===== src/rtl/ulpi_pkg.sv =====
// Shared types for the ULPI PHY-side receive generator: FSM states, RX CMD
// byte values and the {last,data} entry stored in the packet buffer.
package ulpi_pkg;

  typedef enum logic [2:0] {
    ST_IDLE      = 3'd0,
    ST_TURN_ON   = 3'd1,
    ST_RXCMD     = 3'd2,
    ST_DATA      = 3'd3,
    ST_RXCMD_END = 3'd4,
    ST_TURN_OFF  = 3'd5,
    ST_GAP       = 3'd6
  } rx_state_e;

  localparam logic [7:0] RXCMD_ACTIVE = 8'h11;
  localparam logic [7:0] RXCMD_IDLE   = 8'h01;

  typedef struct packed {
    logic       last;
    logic [7:0] data;
  } fifo_entry_t;

endpackage


===== src/rtl/ulpi_byte_fifo.sv =====
// Synchronous first-word-fall-through byte FIFO with flush; head is valid
// whenever empty is low.
module ulpi_byte_fifo
  import ulpi_pkg::*;
#(
  parameter int DEPTH = 16
) (
  input  logic        ulpi_clk60,
  input  logic        microwatt_reset,
  input  logic        flush,
  input  logic        push,
  input  fifo_entry_t wr_entry,
  input  logic        pop,
  output fifo_entry_t head,
  output logic        full,
  output logic        empty
);

  localparam int AW = $clog2(DEPTH);
  localparam logic [AW:0] PTR_ONE = 1;

  fifo_entry_t mem [DEPTH];
  logic [AW:0] wr_ptr;
  logic [AW:0] rd_ptr;
  logic        do_push;
  logic        do_pop;

  // extra pointer bit distinguishes full from empty when the indexes match
  assign full    = (wr_ptr[AW] != rd_ptr[AW]) && (wr_ptr[AW-1:0] == rd_ptr[AW-1:0]);
  assign empty   = (wr_ptr == rd_ptr);
  assign do_push = push & ~full;
  assign do_pop  = pop & ~empty;
  assign head    = mem[rd_ptr[AW-1:0]];

  always_ff @(posedge ulpi_clk60 or posedge microwatt_reset) begin
    if (microwatt_reset) begin
      wr_ptr <= '0;
      rd_ptr <= '0;
    end else if (flush) begin
      wr_ptr <= '0;
      rd_ptr <= '0;
    end else begin
      if (do_push) wr_ptr <= wr_ptr + PTR_ONE;
      if (do_pop)  rd_ptr <= rd_ptr + PTR_ONE;
    end
  end

  always_ff @(posedge ulpi_clk60) begin
    if (do_push) mem[wr_ptr[AW-1:0]] <= wr_entry;
  end

endmodule


===== src/rtl/ulpi_phy_rx_gen.sv =====
// PHY-side ULPI receive generator: replays buffered packets to the link as
// TURN_ON, RX CMD, data bytes, closing RX CMD and turnaround, with an idle gap.
//   state        | meaning
//   ST_IDLE      | bus released, waiting for a complete packet and an idle link
//   ST_TURN_ON   | dir rises, turnaround cycle (nxt=1, data 00)
//   ST_RXCMD     | RX CMD with RxActive set
//   ST_DATA      | one buffered byte per cycle with nxt=1
//   ST_RXCMD_END | RX CMD with RxActive cleared
//   ST_TURN_OFF  | dir falls, packet retired, first idle gap cycle
//   ST_GAP       | remaining idle gap cycles
module ulpi_phy_rx_gen
  import ulpi_pkg::*;
#(
  parameter int FIFO_DEPTH = 16,
  parameter int GAP_CYCLES = 4
) (
  input  logic       ulpi_clk60,
  input  logic       microwatt_reset,
  input  logic [7:0] pkt_data,
  input  logic       pkt_last,
  input  logic       pkt_valid,
  output logic       pkt_ready,
  input  logic       ulpi_stp,
  input  logic [7:0] ulpi_data_i,
  output logic       ulpi_dir,
  output logic       ulpi_nxt,
  output logic [7:0] ulpi_data_o,
  output logic       busy,
  output logic       pkt_done,
  output logic       len_err
);

  localparam int CW = $clog2(FIFO_DEPTH) + 1;
  localparam logic [CW-1:0] CNT_ONE = 1;
  // TURN_OFF already counts as the first idle cycle of the gap
  localparam logic [7:0] GAP_LOAD = (GAP_CYCLES > 1) ? 8'(GAP_CYCLES - 2) : 8'd0;

  rx_state_e   state;
  rx_state_e   state_nxt;
  logic [CW-1:0] pkt_count;
  logic [7:0]  gap_cnt;
  logic        drain;
  logic        ready_en;
  logic        len_err_q;
  fifo_entry_t wr_entry;
  fifo_entry_t head;
  logic        full;
  logic        empty;
  logic        push;
  logic        pop;
  logic        flush;
  logic        inc;
  logic        dec;

  assign wr_entry  = '{last: pkt_last, data: pkt_data};
  assign pkt_ready = ready_en & ~full;
  assign push      = pkt_valid & pkt_ready;
  assign flush     = full & (pkt_count == '0);
  assign pop       = (state == ST_DATA) | drain;
  assign inc       = push & pkt_last;
  assign dec       = (state == ST_TURN_OFF);

  ulpi_byte_fifo #(.DEPTH(FIFO_DEPTH)) u_fifo (
    .ulpi_clk60      (ulpi_clk60),
    .microwatt_reset (microwatt_reset),
    .flush           (flush),
    .push            (push),
    .wr_entry        (wr_entry),
    .pop             (pop),
    .head            (head),
    .full            (full),
    .empty           (empty)
  );

  always_comb begin
    state_nxt = state;
    case (state)
      ST_IDLE:      if (pkt_count != '0 && !drain && !ulpi_stp && ulpi_data_i == 8'h00)
                      state_nxt = ST_TURN_ON;
      ST_TURN_ON:   state_nxt = ulpi_stp ? ST_RXCMD_END : ST_RXCMD;
      ST_RXCMD:     state_nxt = ulpi_stp ? ST_RXCMD_END : ST_DATA;
      ST_DATA:      if (ulpi_stp || head.last) state_nxt = ST_RXCMD_END;
      ST_RXCMD_END: state_nxt = ST_TURN_OFF;
      ST_TURN_OFF:  state_nxt = (GAP_CYCLES > 1) ? ST_GAP : ST_IDLE;
      ST_GAP:       if (gap_cnt == 8'd0) state_nxt = ST_IDLE;
      default:      state_nxt = ST_IDLE;
    endcase
  end

  always_ff @(posedge ulpi_clk60 or posedge microwatt_reset) begin
    if (microwatt_reset) begin
      state     <= ST_IDLE;
      pkt_count <= '0;
      gap_cnt   <= 8'd0;
      drain     <= 1'b0;
      ready_en  <= 1'b0;
      len_err_q <= 1'b0;
    end else begin
      state    <= state_nxt;
      ready_en <= 1'b1;
      if (flush) len_err_q <= 1'b1;

      case ({inc, dec})
        2'b10:   pkt_count <= pkt_count + CNT_ONE;
        2'b01:   pkt_count <= pkt_count - CNT_ONE;
        default: pkt_count <= pkt_count;
      endcase

      if (state == ST_TURN_OFF)
        gap_cnt <= GAP_LOAD;
      else if (state == ST_GAP && gap_cnt != 8'd0)
        gap_cnt <= gap_cnt - 8'd1;

      // an aborted packet keeps popping until its last byte has left the buffer
      if (flush)
        drain <= 1'b0;
      else if ((state == ST_TURN_ON || state == ST_RXCMD) && ulpi_stp)
        drain <= 1'b1;
      else if (state == ST_DATA && ulpi_stp && !head.last)
        drain <= 1'b1;
      else if (drain && !empty && head.last)
        drain <= 1'b0;
    end
  end

  always_comb begin
    ulpi_dir    = 1'b0;
    ulpi_nxt    = 1'b0;
    ulpi_data_o = 8'h00;
    case (state)
      ST_TURN_ON:   begin ulpi_dir = 1'b1; ulpi_nxt = 1'b1; end
      ST_RXCMD:     begin ulpi_dir = 1'b1; ulpi_data_o = RXCMD_ACTIVE; end
      ST_DATA:      begin ulpi_dir = 1'b1; ulpi_nxt = 1'b1; ulpi_data_o = head.data; end
      ST_RXCMD_END: begin ulpi_dir = 1'b1; ulpi_data_o = RXCMD_IDLE; end
      default:      ;
    endcase
  end

  assign busy     = (state != ST_IDLE);
  assign pkt_done = (state == ST_TURN_OFF);
  assign len_err  = len_err_q;

endmodule


===== config.mk =====
export PLATFORM = sky130hd
export DESIGN_NAME = ulpi_phy_rx_gen
export DESIGN_NICKNAME = d
export VERILOG_FILES = /design/src/rtl/ulpi_pkg.sv /design/src/rtl/ulpi_byte_fifo.sv /design/src/rtl/ulpi_phy_rx_gen.sv
export SDC_FILE = /design/constraint.sdc
export NUM_CORES = 1
export LEC_CHECK = 0
export ABC_AREA = 1
export CAP_MARGIN = 25
export CELL_PAD_IN_SITES_DETAIL_PLACEMENT = 1
export CELL_PAD_IN_SITES_GLOBAL_PLACEMENT = 2
export CORE_MARGIN = 10
export CORE_UTILIZATION = 40
export CTS_CLUSTER_SIZE = 8
export DETAILED_ROUTE_END_ITERATION = 8
export GPL_ROUTABILITY_DRIVEN = 0
export MAX_ROUTING_LAYER = met4
export PLACE_DENSITY_LB_ADDON = 0.15
export SYNTH_ARGS = -nofsm -noshare
export SYNTH_HDL_FRONTEND = slang
export SYNTH_SLANG_ARGS = --single-unit

===== constraint.sdc =====
create_clock -name ulpi_clk60 -period 2.71 [get_ports ulpi_clk60]
set_input_delay 0.813 -clock ulpi_clk60 [delete_from_list [all_inputs] [get_ports ulpi_clk60]]
set_output_delay 0.813 -clock ulpi_clk60 [all_outputs]
set_load 0.01 [all_outputs]

# == After elaboration in Yosys (flattened, before gate mapping) ==
# Memories as Yosys holds them, arrays and structs flattened.
# Cells that the tools add are included.
# word_totals
ff_bits,29
ram_bits,144
out_inout_bits,14
wordCells,90
mem_count,1
# memory_table
memory,depth,word_bits,rd,rd_ports_with_merged_regs,write_ports,line,source
u_fifo.mem,16,9,1,0,1,ulpi_byte_fifo.sv:22,fifo_entry_t mem [DEPTH];
# classes
addsub,5
n_eq_ne,14
mux,22
bitwise_logic,9
reduce_logical,31
# ops
op,count
$pmux 8 s3,1
$pmux 3 s7,1
$mux 5,4
$logic_not 8->1,2
$mux 8,2
$add 5x1->5 const B,3
$mux 3,5
$logic_and 1x1->1,10
$pmux 5 s2,1
$eq 3x3->1 const B,3
$mux 1,8
$reduce_bool 2->1,4
$reduce_bool 8->1,1
$sub 8x1->8 const B,1
$and 1x1->1,6
$eq 3x2->1 const B,2
$ne 2x2->1 const B,3
$eq 5x5->1,1
$logic_not 5->1,1
$reduce_bool 5->1,1
$sub 5x1->5 const B,1
$eq 4x4->1,1
$logic_not 1->1,4
$reduce_bool 4->1,1
12 further kinds,14

# == Depth between registers and ports, before layout ==
# Gate-level depths: netlist (run 1).
# logic_depth
ltp_word,8
mapped_depth,17
mapped_depth_nobuf,17

# == By module ==
# A second synthesis (run 1) with hierarchy kept.
# hier_totals
cells_unflattened,758
hier_area_um2,7866.3
# modules_own_cells
mod,instances,cells_each,area_each_um2,seq_area_each_um2
ulpi_byte_fifo,1,558,6495.0,4574.4
ulpi_phy_rx_gen,1,200,1371.3,475.5

# == Worst setup path before layout (run 1) ==
# No wires, ideal clock.
# synth_timing
kind,reg2reg
startpoint,register u_fifo.rd_ptr[2]
endpoint,register pkt_count[4]
setup_time_ps,80
arrival_time_ps,2222
t_required_ps,2630
path_slack_ps,408
stages_incl_launch_ff,17
path_buffers,1
synth_period_minus_slack_ps,2302
cell_sequence,dfrtp_1 -> buf_2 -> xor2_1 -> nor2_2 -> nand3_2 -> nand3_4 -> inv_4 -> nand2_1 -> ha_1 -> inv_1 -> fa_1 -> inv_1 -> nand3_1 -> nand2_1 -> a21oi_1 -> o21ai_0 -> xnor2_1
# synth_via
elab_chain_len,8
# synth_rtl
element,line,source
from (decl),ulpi_byte_fifo.sv:24,logic [AW:0] rd_ptr;
from (signal assigned),ulpi_byte_fifo.sv:44,if (do_pop) rd_ptr <= rd_ptr + PTR_ONE;
$eq 4x4->1 *,ulpi_byte_fifo.sv:29,assign full = (wr_ptr[AW] != rd_ptr[AW]) && (wr_ptr[AW-1:0] == rd_ptr[AW-1:0]);
$logic_and 1x1->1 *,ulpi_byte_fifo.sv:29,
$not 1->1 *,ulpi_phy_rx_gen.sv:56,assign pkt_ready = ready_en & ~full;
$and 1x1->1 *,ulpi_phy_rx_gen.sv:56,
$and 1x1->1 *,ulpi_phy_rx_gen.sv:57,assign push = pkt_valid & pkt_ready;
$and 1x1->1 *,ulpi_phy_rx_gen.sv:60,assign inc = push & pkt_last;
$eq 2x1->1 or $eq 2x2->1 (tied branches),ulpi_phy_rx_gen.sv:103,"case ({inc, dec})"
$pmux 5 s2 or $reduce_bool 2->1 (tied branches),n/a,
to (signal assigned),ulpi_phy_rx_gen.sv:104,2'b10: pkt_count <= pkt_count + CNT_ONE;
to (signal assigned),ulpi_phy_rx_gen.sv:105,2'b01: pkt_count <= pkt_count - CNT_ONE;
to (signal assigned),ulpi_phy_rx_gen.sv:106,default: pkt_count <= pkt_count;
to (decl),ulpi_phy_rx_gen.sv:40,logic [CW-1:0] pkt_count;
# Mark *: on every way between the ends. The rest lies on a longest branch, timed or not.
# A chain may end at the register's enable or synchronous reset.

# == Final worst setup path (run 1) ==
# layout_timing
startpoint,register u_fifo.rd_ptr[0]
endpoint,output port ulpi_data_o[1]
# layout_via
elab_chain_len,2
# layout_rtl
element,line,source
$mem_v2 16x9,n/a,
$pmux 8 s3,ulpi_phy_rx_gen.sv:130,case (state)
to (decl),ulpi_phy_rx_gen.sv:27,"output logic [7:0] ulpi_data_o,"
# No other way between the ends.

==> results.json, run 1 <==
{
  "timing.critical_path.arrival_ps": 2060,
  "worst_slew_pin_slew_ps": 718.7,
  "cts_num_sinks": 173,
  "cp-start-kind": "register",
  "dp.final_hpwl_mm": 14.51,
  "most_heavily_used_metal_layer_in_global_routing": "met2",
  "floorplan.die_area_mm2": 0.02486,
  "ys_seq_elements": 173,
  "netlist_top_cells_count": "144 x sky130_fd_sc_hd__edfxtp_1, 118 x sky130_fd_sc_hd__nand2_1, 102 x sky130_fd_sc_hd__nor2_1",
  "reg2reg_start": "u_fifo.rd_ptr[0]",
  "ys_top_cells_by_area": "sky130_fd_sc_hd__edfxtp_1 57%, sky130_fd_sc_hd__dfrtp_1 9.6%, sky130_fd_sc_hd__nand2_1 5.8%, sky130_fd_sc_hd__o21ai_0 5.2%, sky130_fd_sc_hd__nor2_1 5.1%",
  "clk-insertion-delay-late_ps": 430,
  "maximum_frequency_from_static_timing_analysis_ghz": 0.3480,
  "final-setup-viol-count": 9,
  "mappedNetlistArea_mm2": 0.007581,
  "critical-path-slowest-cell": "sky130_fd_sc_hd__dfrtp_2",
  "cts.root.buffer_cell": "sky130_fd_sc_hd__clkbuf_16",
  "critical_path.endpoint_type": "output port",
  "grt_pass1_wl_mm": 34.02,
  "maximum_number_of_pins_on_one_net_before_global_route_repair": 30,
  "final_wl_mm": 21.72,
  "initial_core_util_pct": 40.53,
  "yosys.area.top_type": "sky130_fd_sc_hd__edfxtp_1",
  "drt-wirelength-per-cell_um": 20.76,
  "startpoint": "u_fifo.rd_ptr[0]",
  "synth_top_area_share_pct": 57.04,
  "max-cap-violations": 0,
  "synth-edff-count": 144,
  "worst_setup_hold_path_clk_slew_ps": 60,
  "place_inst": 997,
  "leakagePower_nw": 3.740,
  "post_layout_nonfiller_instances": 1046,
  "ir_worst_vdd_uv": 447.5,
  "gr-usage-met1_pct": 24.76,
  "area_delta_synth_final_pct": 26.84,
  "period_share_pct": 106.0,
  "total_power_w": 0.01019,
  "top_level_ports": 35,
  "setup.worst_path.class": "reg2out",
  "drive_gt1_share_pct": 21.31,
  "detailroute.via_count": 5523,
  "run_status": "complete, but fails checks",
  "synth_cell_types": 39,
  "finalWorstPathRequiredPeriod_ps": 2874,
  "cts_htree_levels": 4,
  "unrepaired_setup_endpoints_after_global_routing": "yes",
  "antenna_left": 0,
  "relative_slew_slack_pct": 51.94,
  "average_cell_area_after_synthesis_um2": 10.85,
  "critical-path-max-stage-delay_ps": 490,
  "final_slew_violations": 0,
  "pre_repair_dr_iteration_count": 5,
  "synth.yosys.warnings": 0,
  "ys.flop_type": "sky130_fd_sc_hd__edfxtp_1",
  "antenna-diode-count": 0,
  "async_flop_share_pct": 16.76,
  "gr-usage-met2_pct": 29.51,
  "dpl-instance-area_mm2": 0.008592,
  "fin_skew_ps": 8.141,
  "final_count_of_hold_timing_violations": 0,
  "proportion_of_synthesized_chip_area_in_sequential_cells_pct": 66.61,
  "detail_route.iter0.violations": 487,
  "filler_cell_count": 1976,
  "die_height_um": 157.7,
  "setup_ws_ps": -163.5,
  "avgViaCountPerCell": 5.280,
  "std_cell_rows": 50,
  "crit_chain": "inv_6 -> buf_6 -> o21ai_0 -> o22ai_1 -> nand2_1 -> and3_1 -> a21oi_2 -> buf_2",
  "worst_hold_path_type": "reg2reg",
  "die_x_um": 157.7,
  "syn-num-nets": 732,
  "cts-hold-fix-buffers": 0,
  "cts_max_path_buffers": 2,
  "cts_tree": "yes",
  "grt_usage_pct": 18.75,
  "synth_cells": 699,
  "setup-tns-final_ps": -1113,
  "finalNetCount": 833,
  "hold_path.startpoint": "pkt_count[4]",
  "detail_route.drc_violations": 0,
  "cp_data_required_time_ps": 1900,
  "grt_antenna_before_repair": 0,
  "grt.met3_usage_pct": 2.931,
  "first_global_vias": 5934,
  "areal_power_density_over_the_cells_mw_per_mm2": 1060,
  "yosys.cell_count.top_type": "sky130_fd_sc_hd__edfxtp_1",
  "finalHoldWorstSlack_ps": 479.6,
  "design.core.area_mm2": 0.01871,
  "critical_path_peak_fanout": 13,
  "failed_checks": "setup timing",
  "cts_buffers": 17,
  "portBuffers": 34,
  "final_design_area_no_fill_mm2": 0.009615,
  "gr-total-overflow": 0
}
==> cell usage in the layout (no fill, tap or decap), types with 4 or more instances in the layout <==
| cell | netlist | layout |
|---|---|---|
| sky130_fd_sc_hd__a21oi_1 | 16 | 13 |
| sky130_fd_sc_hd__and3_4 | 0 | 5 |
| sky130_fd_sc_hd__buf_12 | 0 | 12 |
| sky130_fd_sc_hd__buf_2 | 16 | 8 |
| sky130_fd_sc_hd__buf_4 | 8 | 51 |
| sky130_fd_sc_hd__buf_6 | 1 | 8 |
| sky130_fd_sc_hd__buf_8 | 0 | 4 |
| sky130_fd_sc_hd__clkbuf_16 | 0 | 17 |
| sky130_fd_sc_hd__clkdlybuf4s50_1 | 0 | 24 |
| sky130_fd_sc_hd__dfrtp_1 | 29 | 26 |
| sky130_fd_sc_hd__edfxtp_1 | 144 | 144 |
| sky130_fd_sc_hd__ha_1 | 11 | 10 |
| sky130_fd_sc_hd__inv_1 | 50 | 47 |
| sky130_fd_sc_hd__inv_2 | 6 | 8 |
| sky130_fd_sc_hd__nand2_1 | 118 | 115 |
| sky130_fd_sc_hd__nand2_2 | 2 | 4 |
| sky130_fd_sc_hd__nand3_1 | 32 | 31 |
| sky130_fd_sc_hd__nand4_1 | 4 | 4 |
| sky130_fd_sc_hd__nor2_1 | 102 | 93 |
| sky130_fd_sc_hd__nor2_2 | 5 | 9 |
| sky130_fd_sc_hd__nor2_4 | 1 | 6 |
| sky130_fd_sc_hd__nor3_1 | 6 | 5 |
| sky130_fd_sc_hd__o21ai_0 | 79 | 61 |
| sky130_fd_sc_hd__o21ai_1 | 6 | 17 |
| sky130_fd_sc_hd__o21ai_2 | 1 | 7 |
| sky130_fd_sc_hd__o22ai_1 | 32 | 29 |
==> final cells by class <==
cell class	instances	area, um2	area share, %
Sequential cell	173	5054	52.56
Multi-Input combinational cell	439	2323	24.16
Clock buffer	19	432.9	4.502
Tap cell	234	292.8	3.045
Clock inverter	12	138.9	1.444
Inverter	58	225.2	2.342
Timing Repair Buffer	111	1149	11.95
==> critical path: cells and delay by family (launching register included) <==
family	cells	cell delay, ps
compound gates	3	400
simple gates	2	270
flops	1	490
buf+inv	3	460
==> metrics by stage <==
step | setup slack [ps] | utilization [%]
2_1_floorplan | 408.4 | -
3_3_place_gp | -213.8 | 45.93
3_5_place_dp | -205.5 | 45.93
4_1_cts | -199.0 | 50.88
5_1_grt | -276.9 | 51.40
6_report | -163.5 | 51.40
==> worst paths after layout <==
path,end,slack (ps),cells after the start
hold / removal,pkt_count[4],480,1
setup / recovery,ulpi_data_o[1],-160,8
max in group asynchronous,state[1],1600,3
min in group asynchronous,pkt_count[2],770,3
hold reg to reg,pkt_count[4],480,1
setup reg to reg,pkt_count[4],50,19
==> cell families after synthesis <==
| logic type | synth area share, % |
|---|---|
| AO/OA/AOI/OAI | 9.705 |
| XOR/XNOR | 0.6933 |
| adder cells (fa/ha/maj) | 2.080 |
| buffers and inverters | 5.100 |
| flip-flops | 66.61 |
| other | 0.04947 |
| AND/OR/NAND/NOR | 15.76 |
==> flip-flops by register name (all words and copies together) (netlist names) <==
name	flops
pkt_count	5
len_err	1
state	3
u_fifo.wr_ptr	5
ready_en	1
u_fifo.mem	144
drain	1
u_fifo.rd_ptr	5
gap_cnt	8
==> metal layers <==
layer	part of all wire (%)	up-vias
li1	-	2631
met1	46	2767
met2	48	103
met3	4.3	22
met4	1.3	0
met5	0	-
==> repair_timing <==
| item | in CTS | in global routing |
|---|---|---|
| gates cloned | 3 | 0 |
| gates resized for setup | 97 | 36 |
| buffers inserted | 14 | 2 |
| pin swaps | 28 | 23 |
| hold endpoints to repair | 0 | 0 |
| endpoints found under the setup margin | 13 | 15 |
==> where the power goes <==
part           total, W  switching (W)  leakage, nW  internal (W)
registers       0.00342       0.000250         1.66       0.00317
logic           0.00438        0.00248         1.81       0.00191
clock network   0.00239        0.00102        0.273       0.00136
(Power assumes the default switching activity.)
==> inputs of run 2 (changes only) <==
Settings changed: GPL_ROUTABILITY_DRIVEN 0 to not set, HOLD_SLACK_MARGIN set to 0.02.
==> results of run 2 <==
Same layout as run 1: the final DEF is identical, and so are final timing and power.
==> inputs of run 3 (changes only) <==
Settings changed: CORE_MARGIN 10 to 2.
==> results.json, run 3 (synthesis gave the netlist of run 1 again) <==
{
  "setup.worst_path.class": "reg2out",
  "cts.root.buffer_cell": "sky130_fd_sc_hd__clkbuf_16",
  "antenna_left": 0,
  "grt_antenna_before_repair": 0,
  "drive_gt1_share_pct": 26.76,
  "maximum_number_of_pins_on_one_net_before_global_route_repair": 30,
  "worstReg2RegEnd": "pkt_count[4]",
  "initial_core_util_pct": 40.66,
  "total_power_w": 0.01069,
  "layout_common_cells": "144 x sky130_fd_sc_hd__edfxtp_1, 110 x sky130_fd_sc_hd__nand2_1, 82 x sky130_fd_sc_hd__nor2_1, 51 x sky130_fd_sc_hd__o21ai_0, 48 x sky130_fd_sc_hd__buf_4",
  "grt_pass1_wl_mm": 34.47,
  "largest_register_ff_count": 144,
  "share_seq_of_total_power_pct": 31.9,
  "fin_skew_ps": 9.577,
  "most_frequent_standard_cell_in_the_layout_excluding_fill_and_tap_cells": "sky130_fd_sc_hd__edfxtp_1",
  "run_status": "complete, but fails checks",
  "cp_data_required_time_ps": 1900,
  "filler_cell_count": 1950,
  "portBuffers": 34,
  "first_global_vias": 6144,
  "relative_slew_slack_pct": 53.06,
  "final-setup-viol-count": 8,
  "std_cell_rows": 50,
  "rr_worst_depth": 19,
  "antenna-diode-count": 0,
  "finalHoldWorstSlack_ps": 468.8,
  "floorplan.die_area_mm2": 0.02007,
  "grt_usage_pct": 23.43,
  "leakagePower_nw": 3.818,
  "unrepaired_setup_endpoints_after_global_routing": "yes",
  "cts_buffers": 17,
  "maximum_frequency_from_static_timing_analysis_ghz": 0.3486,
  "place_inst": 992,
  "max-cap-violations": 0,
  "final_design_area_no_fill_mm2": 0.009876,
  "final_slew_violations": 0,
  "worst_hold_path.num_cells": 1,
  "multiInputGateArea_mm2": 0.002541,
  "cts_max_path_buffers": 2,
  "ir_worst_vdd_uv": 489.4,
  "setup_ws_ps": -158.7,
  "design.core.area_mm2": 0.01864,
  "area_delta_synth_final_pct": 30.27,
  "gr-total-overflow": 0,
  "cts_tree": "yes",
  "failed_checks": "setup timing",
  "detail_route.iter0.violations": 400,
  "cts-hold-fix-buffers": 0,
  "post_layout_nonfiller_instances": 1045,
  "dpl-instance-area_mm2": 0.008504,
  "comb_power_share_pct": 46.3,
  "worst_slew_pin_slew_ps": 701.9,
  "finalNetCount": 831,
  "areal_power_density_over_the_cells_mw_per_mm2": 1082,
  "rrSetupSlack_ps": 20,
  "top_level_ports": 35,
  "detailroute.via_count": 5679,
  "period_share_pct": 105.9,
  "clock_power_share_pct": 21.8,
  "detail_route.drc_violations": 0,
  "place_congestion": 0.8323,
  "switching_power_w": 0.004119,
  "clk-insertion-delay-late_ps": 430,
  "cts_num_sinks": 173,
  "worst_hold_path_type": "reg2reg",
  "finalWorstPathRequiredPeriod_ps": 2869,
  "setup-tns-final_ps": -1071,
  "worst_setup_hold_path_clk_slew_ps": 70,
  "timing.critical_path.arrival_ps": 2060,
  "reg2reg_start": "u_fifo.rd_ptr[0]",
  "final_wl_mm": 22.12,
  "pre_repair_dr_iteration_count": 5,
  "cp-start-kind": "register",
  "die_height_um": 141.7,
  "die_x_um": 141.7,
  "cts_htree_levels": 4,
  "hold_path.startpoint": "len_err",
  "critical_path_peak_fanout": 12,
  "critical_path.endpoint_type": "output port",
  "avgViaCountPerCell": 5.434,
  "seq_area_mm2": 0.005054,
  "dp.final_hpwl_mm": 13.57,
  "cellInternalPower_w": 0.006569,
  "hold-path-endpoint": "len_err",
  "drt-wirelength-per-cell_um": 21.16,
  "final_count_of_hold_timing_violations": 0,
  "switching_share_pct": 38.54
}
[run 3: cell types whose count changed in the layout (fill, tap and decap cells not counted), moves of 4 or more]
cell	change
sky130_fd_sc_hd__nand2_1	-5
sky130_fd_sc_hd__o21ai_2	+4
sky130_fd_sc_hd__buf_6	-4
sky130_fd_sc_hd__nand2_2	+5
sky130_fd_sc_hd__o21ai_0	-10
sky130_fd_sc_hd__o22ai_2	+16
sky130_fd_sc_hd__nor2_1	-11
sky130_fd_sc_hd__o22ai_1	-16
sky130_fd_sc_hd__a21oi_2	+5
sky130_fd_sc_hd__nor2_2	+10
sky130_fd_sc_hd__a21oi_1	-5
[run 3: how the worst max path moves through the flow]
stage | startpoint | endpoint | cells past startpoint
after global placement | u_fifo.rd_ptr[1] | pkt_count[4] | 19
after floorplan | u_fifo.rd_ptr[2] | pkt_count[4] | 16
after global routing | u_fifo.rd_ptr[0] | ulpi_data_o[0] | 10
after detailed placement | u_fifo.rd_ptr[1] | pkt_count[4] | 19
after CTS | u_fifo.rd_ptr[0] | ulpi_data_o[0] | 9
final | u_fifo.rd_ptr[0] | ulpi_data_o[4] | 9
[run 3: cell type report]
cell class / count / share of cell area [%]
sequential: 173 / 51.17
multi-input combinational: 439 / 25.73
timing repair buffer: 109 / 12.19
clock buffer: 18 / 4.346
tap: 234 / 2.965
inverter: 58 / 2.306
clock inverter: 14 / 1.292
[run 3: layer usage]
metal / track usage [%] / vias up / wire [um]
met5: - / - / 0
met4: 6.211 / 0 / 233
met3: 3.476 / 24 / 641
met2: 38.38 / 99 / 11060
met1: 30.85 / 2926 / 10180
li1: - / 2630 / -
[run 3: power groups by stage]
stage	Combinational (W)	Sequential (W)	Clock [W]
2_1_floorplan	0.00220	0.00335	0
3_3_place_gp	0.00342	0.00343	0
3_5_place_dp	0.00353	0.00344	0
4_1_cts	0.00458	0.00339	0.00237
5_1_grt	0.00538	0.00345	0.00248
6_report	0.00494	0.00341	0.00233
[run 3: per-stage QoR]
stage                     util (%)  worst slack (ps)
after floorplan                  -             408.4
after global placement       45.62            -129.7
after detailed placement     45.62            -206.8
after CTS                    51.54            -135.2
after global routing         52.97            -227.1
final                        52.97            -158.7
[run 3: repair_timing]
action | 4_1_cts | 5_1_grt
endpoints found under the setup margin | 13 | 14
pin swaps | 49 | 43
gates cloned | 8 | 3
resized for setup | 127 | 64
buffers inserted | 10 | 2
[run 3: critical path, cell delays in order, from the launching register on]
cell and delay, ps:
sky130_fd_sc_hd__dfrtp_2 440, sky130_fd_sc_hd__buf_8 160, sky130_fd_sc_hd__buf_12 150, sky130_fd_sc_hd__o21ai_1 170, sky130_fd_sc_hd__o22ai_2 100, sky130_fd_sc_hd__nand2_1 100
sky130_fd_sc_hd__nand4_1 180, sky130_fd_sc_hd__nand2_1 130, sky130_fd_sc_hd__nand2_1 50, sky130_fd_sc_hd__buf_2 130
